### config.mk
export PLATFORM = sky130hd
export DESIGN_NAME = display_panel_receiver
export DESIGN_NICKNAME = d
export VERILOG_FILES = /design/src/rtl/display_panel_receiver.sv
export SDC_FILE = /design/constraint.sdc
export NUM_CORES = 1
export LEC_CHECK = 0
export CAP_MARGIN = 20
export CORE_ASPECT_RATIO = 0.75
export CORE_UTILIZATION = 52
export CTS_CLUSTER_SIZE = 8
export DETAILED_ROUTE_END_ITERATION = 12
export PLACE_DENSITY = 0.8
export SYNTH_ARGS = -nofsm -noshare
export SYNTH_HDL_FRONTEND = slang
export SYNTH_SLANG_ARGS = --single-unit
### constraint.sdc
create_clock -name clk -period 6.4 [get_ports clk]
set_input_delay 1.28 -clock clk [delete_from_list [all_inputs] [get_ports clk]]
set_output_delay 1.28 -clock clk [all_outputs]
set_load 0.03 [all_outputs]
### src/rtl/display_panel_receiver.sv
// Panel-side receiver: rebuilds the latched row, lit pixels, on-time
// and protocol error flags from the serial panel signal set.
module display_panel_receiver #(
  parameter int rows       = 8,
  parameter int columns    = 32,
  parameter int countwidth = 16
) (
  input  logic                         clk,
  input  logic                         rst,
  input  logic                         din,
  input  logic                         oclk,
  input  logic                         lat,
  input  logic                         oe,
  input  logic [$clog2(rows)-1:0]      row,
  input  logic                         clr,
  output logic [columns-1:0]           latched,
  output logic [$clog2(rows)-1:0]      latched_row,
  output logic [columns-1:0]           lit,
  output logic [$clog2(columns+1)-1:0] shift_count,
  output logic [countwidth-1:0]        last_on_cycles,
  output logic                         row_strobe,
  output logic                         frame_strobe,
  output logic                         err_short,
  output logic                         err_long,
  output logic                         err_lat_oe
);

  localparam int rw = $clog2(rows);
  localparam int sw = $clog2(columns + 1);
  localparam logic [sw-1:0] cnt_full = sw'(columns + 1);
  localparam logic [sw-1:0] cnt_line = sw'(columns);
  localparam logic [rw-1:0] row_last = rw'(rows - 1);
  localparam logic [countwidth-1:0] on_max = '1;

  logic                  oclk_q;
  logic                  lat_q;
  logic [columns-1:0]    sr;
  logic [countwidth-1:0] on_cycles;

  logic                  oclk_rise;
  logic                  lat_rise;
  logic [columns-1:0]    sr_next;
  logic [sw-1:0]         cnt_next;
  logic [countwidth-1:0] on_final;

  assign oclk_rise = oclk & ~oclk_q;
  assign lat_rise  = lat & ~lat_q;

  // post-shift view so a shift coinciding with a latch is captured
  always_comb begin
    sr_next  = sr;
    cnt_next = shift_count;
    if (oclk_rise) begin
      sr_next = {sr[columns-2:0], din};
      if (shift_count != cnt_full)
        cnt_next = shift_count + 1'b1;
    end
  end

  always_comb begin
    on_final = on_cycles;
    if (!oe && on_cycles != on_max)
      on_final = on_cycles + 1'b1;
  end

  always_ff @(posedge clk or posedge rst) begin
    if (rst) begin
      oclk_q         <= 1'b0;
      lat_q          <= 1'b0;
      sr             <= '0;
      on_cycles      <= '0;
      shift_count    <= '0;
      latched        <= '0;
      latched_row    <= '0;
      lit            <= '0;
      last_on_cycles <= '0;
      row_strobe     <= 1'b0;
      frame_strobe   <= 1'b0;
      err_short      <= 1'b0;
      err_long       <= 1'b0;
      err_lat_oe     <= 1'b0;
    end else begin
      oclk_q       <= oclk;
      lat_q        <= lat;
      sr           <= sr_next;
      lit          <= oe ? '0 : latched;
      row_strobe   <= 1'b0;
      frame_strobe <= 1'b0;
      if (clr) begin
        err_short  <= 1'b0;
        err_long   <= 1'b0;
        err_lat_oe <= 1'b0;
      end
      if (lat_rise) begin
        latched        <= sr_next;
        latched_row    <= row;
        last_on_cycles <= on_final;
        on_cycles      <= '0;
        shift_count    <= '0;
        row_strobe     <= (row != latched_row);
        frame_strobe   <= (latched_row == row_last) && (row == '0);
        if (cnt_next < cnt_line) err_short  <= 1'b1;
        if (cnt_next > cnt_line) err_long   <= 1'b1;
        if (!oe)                 err_lat_oe <= 1'b1;
      end else begin
        shift_count <= cnt_next;
        on_cycles   <= on_final;
      end
    end
  end

endmodule

==> impl_metrics.tcl, run 1 <==
set metrics [dict create \
    worstPathRequired_ns 5.12 \
    hold_viol 0 \
    drive_gt1_share_pct 6.757 \
    synth_edf_count 0 \
    slowest_delay_ns 0.74 \
    path_buf_inv 1 \
    leakagePower_uw 0.003581 \
    fillCellCount 698 \
    synth_warnings 0 \
    yosysUniqueCellTypes 39 \
    cts_hold_buf 0 \
    cap_violations 0 \
    route.detailed.drc 0 \
    min_path_type "reg2reg" \
    initial_core_util_pct 53.90 \
    grt_usage_pct 22.79 \
    crit_fanout 9 \
    period_minus_slack_ns 2.971 \
    syn2layout_area_growth_pct 31.33 \
    hold_depth 2 \
    drtPass1Iterations 4 \
    worst_path_max_delay_cell "clkdlybuf4s50_1" \
    tightest_slew_ns 0.8207 \
    dp_hpwl_um 6969 \
    cts_tree "built" \
    reg2regPathDepth 6 \
    crit_chain "clkdlybuf4s50_1" \
    cts_max_level 4 \
    nets 666 \
    place_ws_ns 3.109 \
    drt-initial-drc-count 261 \
    grt_pass1_wl_um 19510 \
    dieHeight_um 91.62 \
    antenna_cells 0 \
    numClockSinks 144 \
    wl_per_cell_um 14.42 \
    grt_pass1_vias 4002 \
    io_buffers 103 \
    synthCells 553 \
    grt_antenna_before_repair 0 \
    num_io_pins 104 \
    setup_viol 0 \
    cts_setup_buffers 0 \
    wl_um 11570 \
    gp_congestion 0.8092 \
    drv_slew 0 \
    grt_overflow 0 \
    yosys_most_used_dff "dfrtp_1" \
    clockBufferDepth 2 \
    syn-cell-area_um2 5568 \
    core_um2 10330 \
    crit_arrival_ns 1.69 \
    powerDensity_nw_per_um2 329.2 \
    regToRegSetupSlack_ns 4.37 \
    rows 32 \
    ys_seq_area_share_pct 64.72 \
    holdPathEnd "last_on_cycles[3]" \
    cp_top_family "buffers and inverters" \
    critPathCaptureType "output pin" \
    async_reset_ff_share_pct 100.0 \
    fp.dieArea_um2 11130 \
    die_x_um 121.5 \
    reg2reg_to "err_long" \
    crit_type "reg2out" \
    fin_crit_sh_pct 46.42 \
    cts_root_buf "clkbuf_16" \
    synth_nets 566 \
    grt_max_degree 78 \
    status "completed" \
    vias 4094 \
    rsz0062_at_grt "false" \
    skew_ns 0.009809 \
    via_per_inst 5.105 \
    slew_headroom_pct 45.29 \
    clock.fmax_ghz 0.3366 \
    hp-start "last_on_cycles[3]" \
    clkLatencyLatePin_ns 0.42 \
    path_clk_slew_ns 0.06 \
    layout_setup_ws_ns 3.429 \
    ys_ff_latch 144 \
    fin_setup_tns_ns 0 \
    antenna_left 0 \
    critPathLaunchType "flip-flop" \
    cts_made_buffers 17 \
    vdd_ir_drop_max_uv 218.7 \
    synth.avg_cell_area_um2 10.07 \
    ctsResizeCount 0 \
    r2r_start "shift_count[0]" \
]
==> flip-flops by register name (all words and copies together) (netlist names) <==
register,flops
latched,32
lit,32
sr,32
last_on_cycles,16
on_cycles,16
shift_count,6
latched_row,3
err_lat_oe,1
err_long,1
err_short,1
frame_strobe,1
lat_q,1
oclk_q,1
row_strobe,1
==> cells by family after synthesis <==
kind of cell | Yosys count | synth area share, %
AO/OA/AOI/OAI | 30 | 3.191
AND/OR/NAND/NOR | 322 | 25.12
adder cells (fa/ha/maj) | 3 | 0.6742
flip-flops | 144 | 64.72
buffers and inverters | 32 | 2.719
XOR/XNOR | 19 | 2.989
multiplexers | 3 | 0.5842
==> stage by stage <==
step / instances / instance area (µm²) / total power, µW / util [%] / hold slack, ns
4_1_cts: 802 / 7312 / 2423 / 70.78 / 0.4857
2_1_floorplan: 553 / 5568 / 1257 / - / 0.4410
6_report: 802 / 7312 / 2407 / 70.78 / 0.4837
3_3_place_gp: 770 / 6695 / 1390 / 64.81 / 0.4587
3_5_place_dp: 770 / 6695 / 1400 / 64.81 / 0.4623
5_1_grt: 802 / 7312 / 2504 / 70.78 / 0.5110
==> layer usage <==
layer,wire length (µm),part of all wire (%),global-route usage [%],up-vias
met2,5303,46,34.14,134
met4,165,1.4,8.128,0
met3,698,6.0,6.592,16
li1,-,-,-,1950
met1,5401,47,31.80,1994
met5,0,0,0,-
==> worst max-delay path by stage <==
stage	startpoint	slack, ns	depth (start not counted)	to
2_1_floorplan	rst	1.25	1	err_lat_oe
3_3_place_gp	oclk	3.20	7	err_long
3_5_place_dp	oclk	3.11	7	err_long
4_1_cts	shift_count[0]	3.42	1	shift_count[0]
5_1_grt	shift_count[0]	3.38	1	shift_count[0]
6_report	shift_count[0]	3.43	1	shift_count[0]
==> power breakdown <==
part | internal, µW | switching, µW
combinational | 133 | 215
sequential | 986 | 57.4
clock | 651 | 365
==> placed cells by master (no fill, tap or decap), drive strengths merged, types with 2 or more instances in the layout <==
| cell | count |
|---|---|
| nand3 | 9 |
| clkbuf | 22 |
| and2 | 2 |
| a21oi | 4 |
| nor4b | 2 |
| bufinv | 3 |
| clkdlybuf4s50 | 103 |
| nor2b | 36 |
| clkinvlp | 3 |
| buf | 6 |
| xor2 | 11 |
| nor3 | 4 |
| inv | 4 |
| and3 | 4 |
| ha | 3 |
| nand4 | 8 |
| nor2 | 25 |
| or3 | 2 |
| clkinv | 4 |
| nand2 | 223 |
| mux2 | 2 |
| dfrtp | 144 |
| o21ai | 18 |
| nand2b | 3 |
| xnor2 | 8 |
==> cell usage after synthesis, types with 4 or more instances <==
| cell | count | area share, % |
|---|---|---|
| nand3_1 | 8 | 0.72 |
| xnor2_1 | 8 | 1.3 |
| o21ai_0 | 11 | 0.99 |
| nor2_1 | 25 | 1.7 |
| dfrtp_1 | 144 | 65 |
| o21ai_1 | 7 | 0.63 |
| inv_1 | 4 | 0.27 |
| nand2_1 | 223 | 15 |
| nor2b_1 | 36 | 4.0 |
| xor2_1 | 11 | 1.7 |
| clkbuf_1 | 20 | 1.3 |
| nand4_1 | 8 | 0.90 |
| a21oi_1 | 4 | 0.36 |
| nor3_1 | 4 | 0.36 |
| and3_1 | 4 | 0.45 |
==> final cells by class <==
class / instances / area [µm²] / share of cell area [%]
Sequential cell: 144 / 3603 / 49.28
Multi-Input combinational cell: 377 / 1826 / 24.97
Timing Repair Buffer: 109 / 1076 / 14.72
Clock buffer: 22 / 484.2 / 6.622
Tap cell: 136 / 170.2 / 2.327
Clock inverter: 10 / 132.6 / 1.814
Inverter: 4 / 20.02 / 0.2738
Power figures use the tool's default switching activity.
==> run 2, diff against run 1 <==
- clock period: 6.4 -> 2.9 ns (I/O delays scaled with it)
==> impl_metrics.tcl, run 2 (synthesis gave the netlist of run 1 again) <==
set metrics [dict create \
    critPathCaptureType "output pin" \
    reg2regPathDepth 5 \
    fp.dieArea_um2 11130 \
    worstPathRequired_ns 2.32 \
    min_path_type "reg2reg" \
    antenna_cells 0 \
    leakagePower_uw 0.003631 \
    crit_chain "clkdlybuf4s50_1" \
    rows 32 \
    cap_violations 0 \
    io_buffers 103 \
    ctsResizeCount 0 \
    cts_setup_buffers 0 \
    rsz0062_at_grt "false" \
    initial_core_util_pct 53.90 \
    grt_max_degree 47 \
    via_per_inst 5.162 \
    core_um2 10330 \
    tightest_slew_ns 0.6657 \
    fillCellCount 750 \
    path_clk_slew_ns 0.06 \
    crit_type "reg2out" \
    skew_ns 0.006897 \
    mostFrequentLayoutCells "nand2_1 (223), dfrtp_1 (144), clkdlybuf4s50_1 (103)" \
    fin_setup_tns_ns 0 \
    critPathLaunchType "flip-flop" \
    cp_top_family "buffers and inverters" \
    grt_pass1_vias 4259 \
    drive_gt1_share_pct 7.738 \
    setup_viol 0 \
    hold_viol 0 \
    grt_usage_pct 24.77 \
    die_x_um 121.5 \
    antenna_left 0 \
    status "completed" \
    top_regs "latched (32), lit (32), sr (32)" \
    cts_root_buf "clkbuf_16" \
    place_ws_ns 0.5900 \
    cts_max_level 4 \
    cts_hold_buf 0 \
    num_io_pins 104 \
    wl_um 12250 \
    dieHeight_um 91.62 \
    path_buf_inv 1 \
    wl_per_cell_um 15.16 \
    clock.fmax_ghz 0.4423 \
    final_util_pct 71.75 \
    powerDensity_nw_per_um2 719.1 \
    grt_pass1_wl_um 20780 \
    route.detailed.drc 0 \
    dp_hpwl_um 7901 \
    slew_headroom_pct 55.53 \
    nets 672 \
    period_minus_slack_ns 2.261 \
    drtPass1Iterations 4 \
    grt_antenna_before_repair 0 \
    crit_fanout 10 \
    fin_crit_sh_pct 77.97 \
    slowest_delay_ns 0.74 \
    cts_made_buffers 17 \
    crit_cells 1 \
    vias 4171 \
    syn2layout_area_growth_pct 33.12 \
    hold_depth 2 \
    grt_overflow 0 \
    cts_tree "built" \
    final_common_cell "nand2_1" \
    gp_congestion 0.8555 \
    worst_path_max_delay_cell "clkdlybuf4s50_1" \
    vdd_ir_drop_max_uv 608.7 \
    clkLatencyLatePin_ns 0.42 \
    layout_setup_ws_ns 0.6389 \
    drv_slew 0 \
    drt-initial-drc-count 334 \
    crit_arrival_ns 1.68 \
    numClockSinks 144 \
    clockBufferDepth 2 \
]
==> run 2: where the power goes <==
| group | total, µW | internal (µW) | switching [µW] |
|---|---|---|---|
| Sequential | 2300 | 2170 | 128 |
| Combinational | 774 | 304 | 470 |
| Clock | 2250 | 1430 | 828 |
==> run 2: final timing paths <==
check | startpoint | endpoint | slack [ns]
min | last_on_cycles[6] | last_on_cycles[6] | 0.48
max reg2reg | on_cycles[8] | on_cycles[13] | 0.86
max | shift_count[2] | shift_count[2] | 0.64
min in group asynchronous | rst | lit[26] | 0.57
min reg2reg | last_on_cycles[6] | last_on_cycles[6] | 0.48
max in group asynchronous | rst | latched[2] | 1.73
==> run 2: layer usage <==
layer	part of all wire (%)	GRT usage [%]
met5	0	0
met4	1.7	10.49
met3	4.1	6.841
met2	50	38.87
met1	44	32.44
==> run 2: worst min-delay path: cells and delay by family (launching register included) <==
kind,cells,cell delay [ns]
AOI/OAI and AO/OA,1,0.06
DFF,1,0.34
and+or+nand+nor,1,0.05
==> run 2: stage by stage <==
stage	hold WS [ns]	power, µW	cells	cell area [µm²]
floorplan	0.4410	2774	553	5572
global placement	0.4557	3083	776	6789
detailed placement	0.4740	3111	776	6789
CTS	0.4899	5373	808	7412
global route	0.5128	5546	808	7412
finish	0.4848	5330	808	7412
==> run 2: layout make-up <==
| type | count | area, µm² | area share, % |
|---|---|---|---|
| Clock buffer | 20 | 466.7 | 6.296 |
| Multi-Input combinational cell | 377 | 1826 | 24.63 |
| Sequential cell | 144 | 3603 | 48.62 |
| Tap cell | 136 | 170.2 | 2.296 |
| Timing Repair Buffer | 115 | 1171 | 15.80 |
| Inverter | 4 | 18.77 | 0.2532 |
| Clock inverter | 12 | 156.4 | 2.110 |
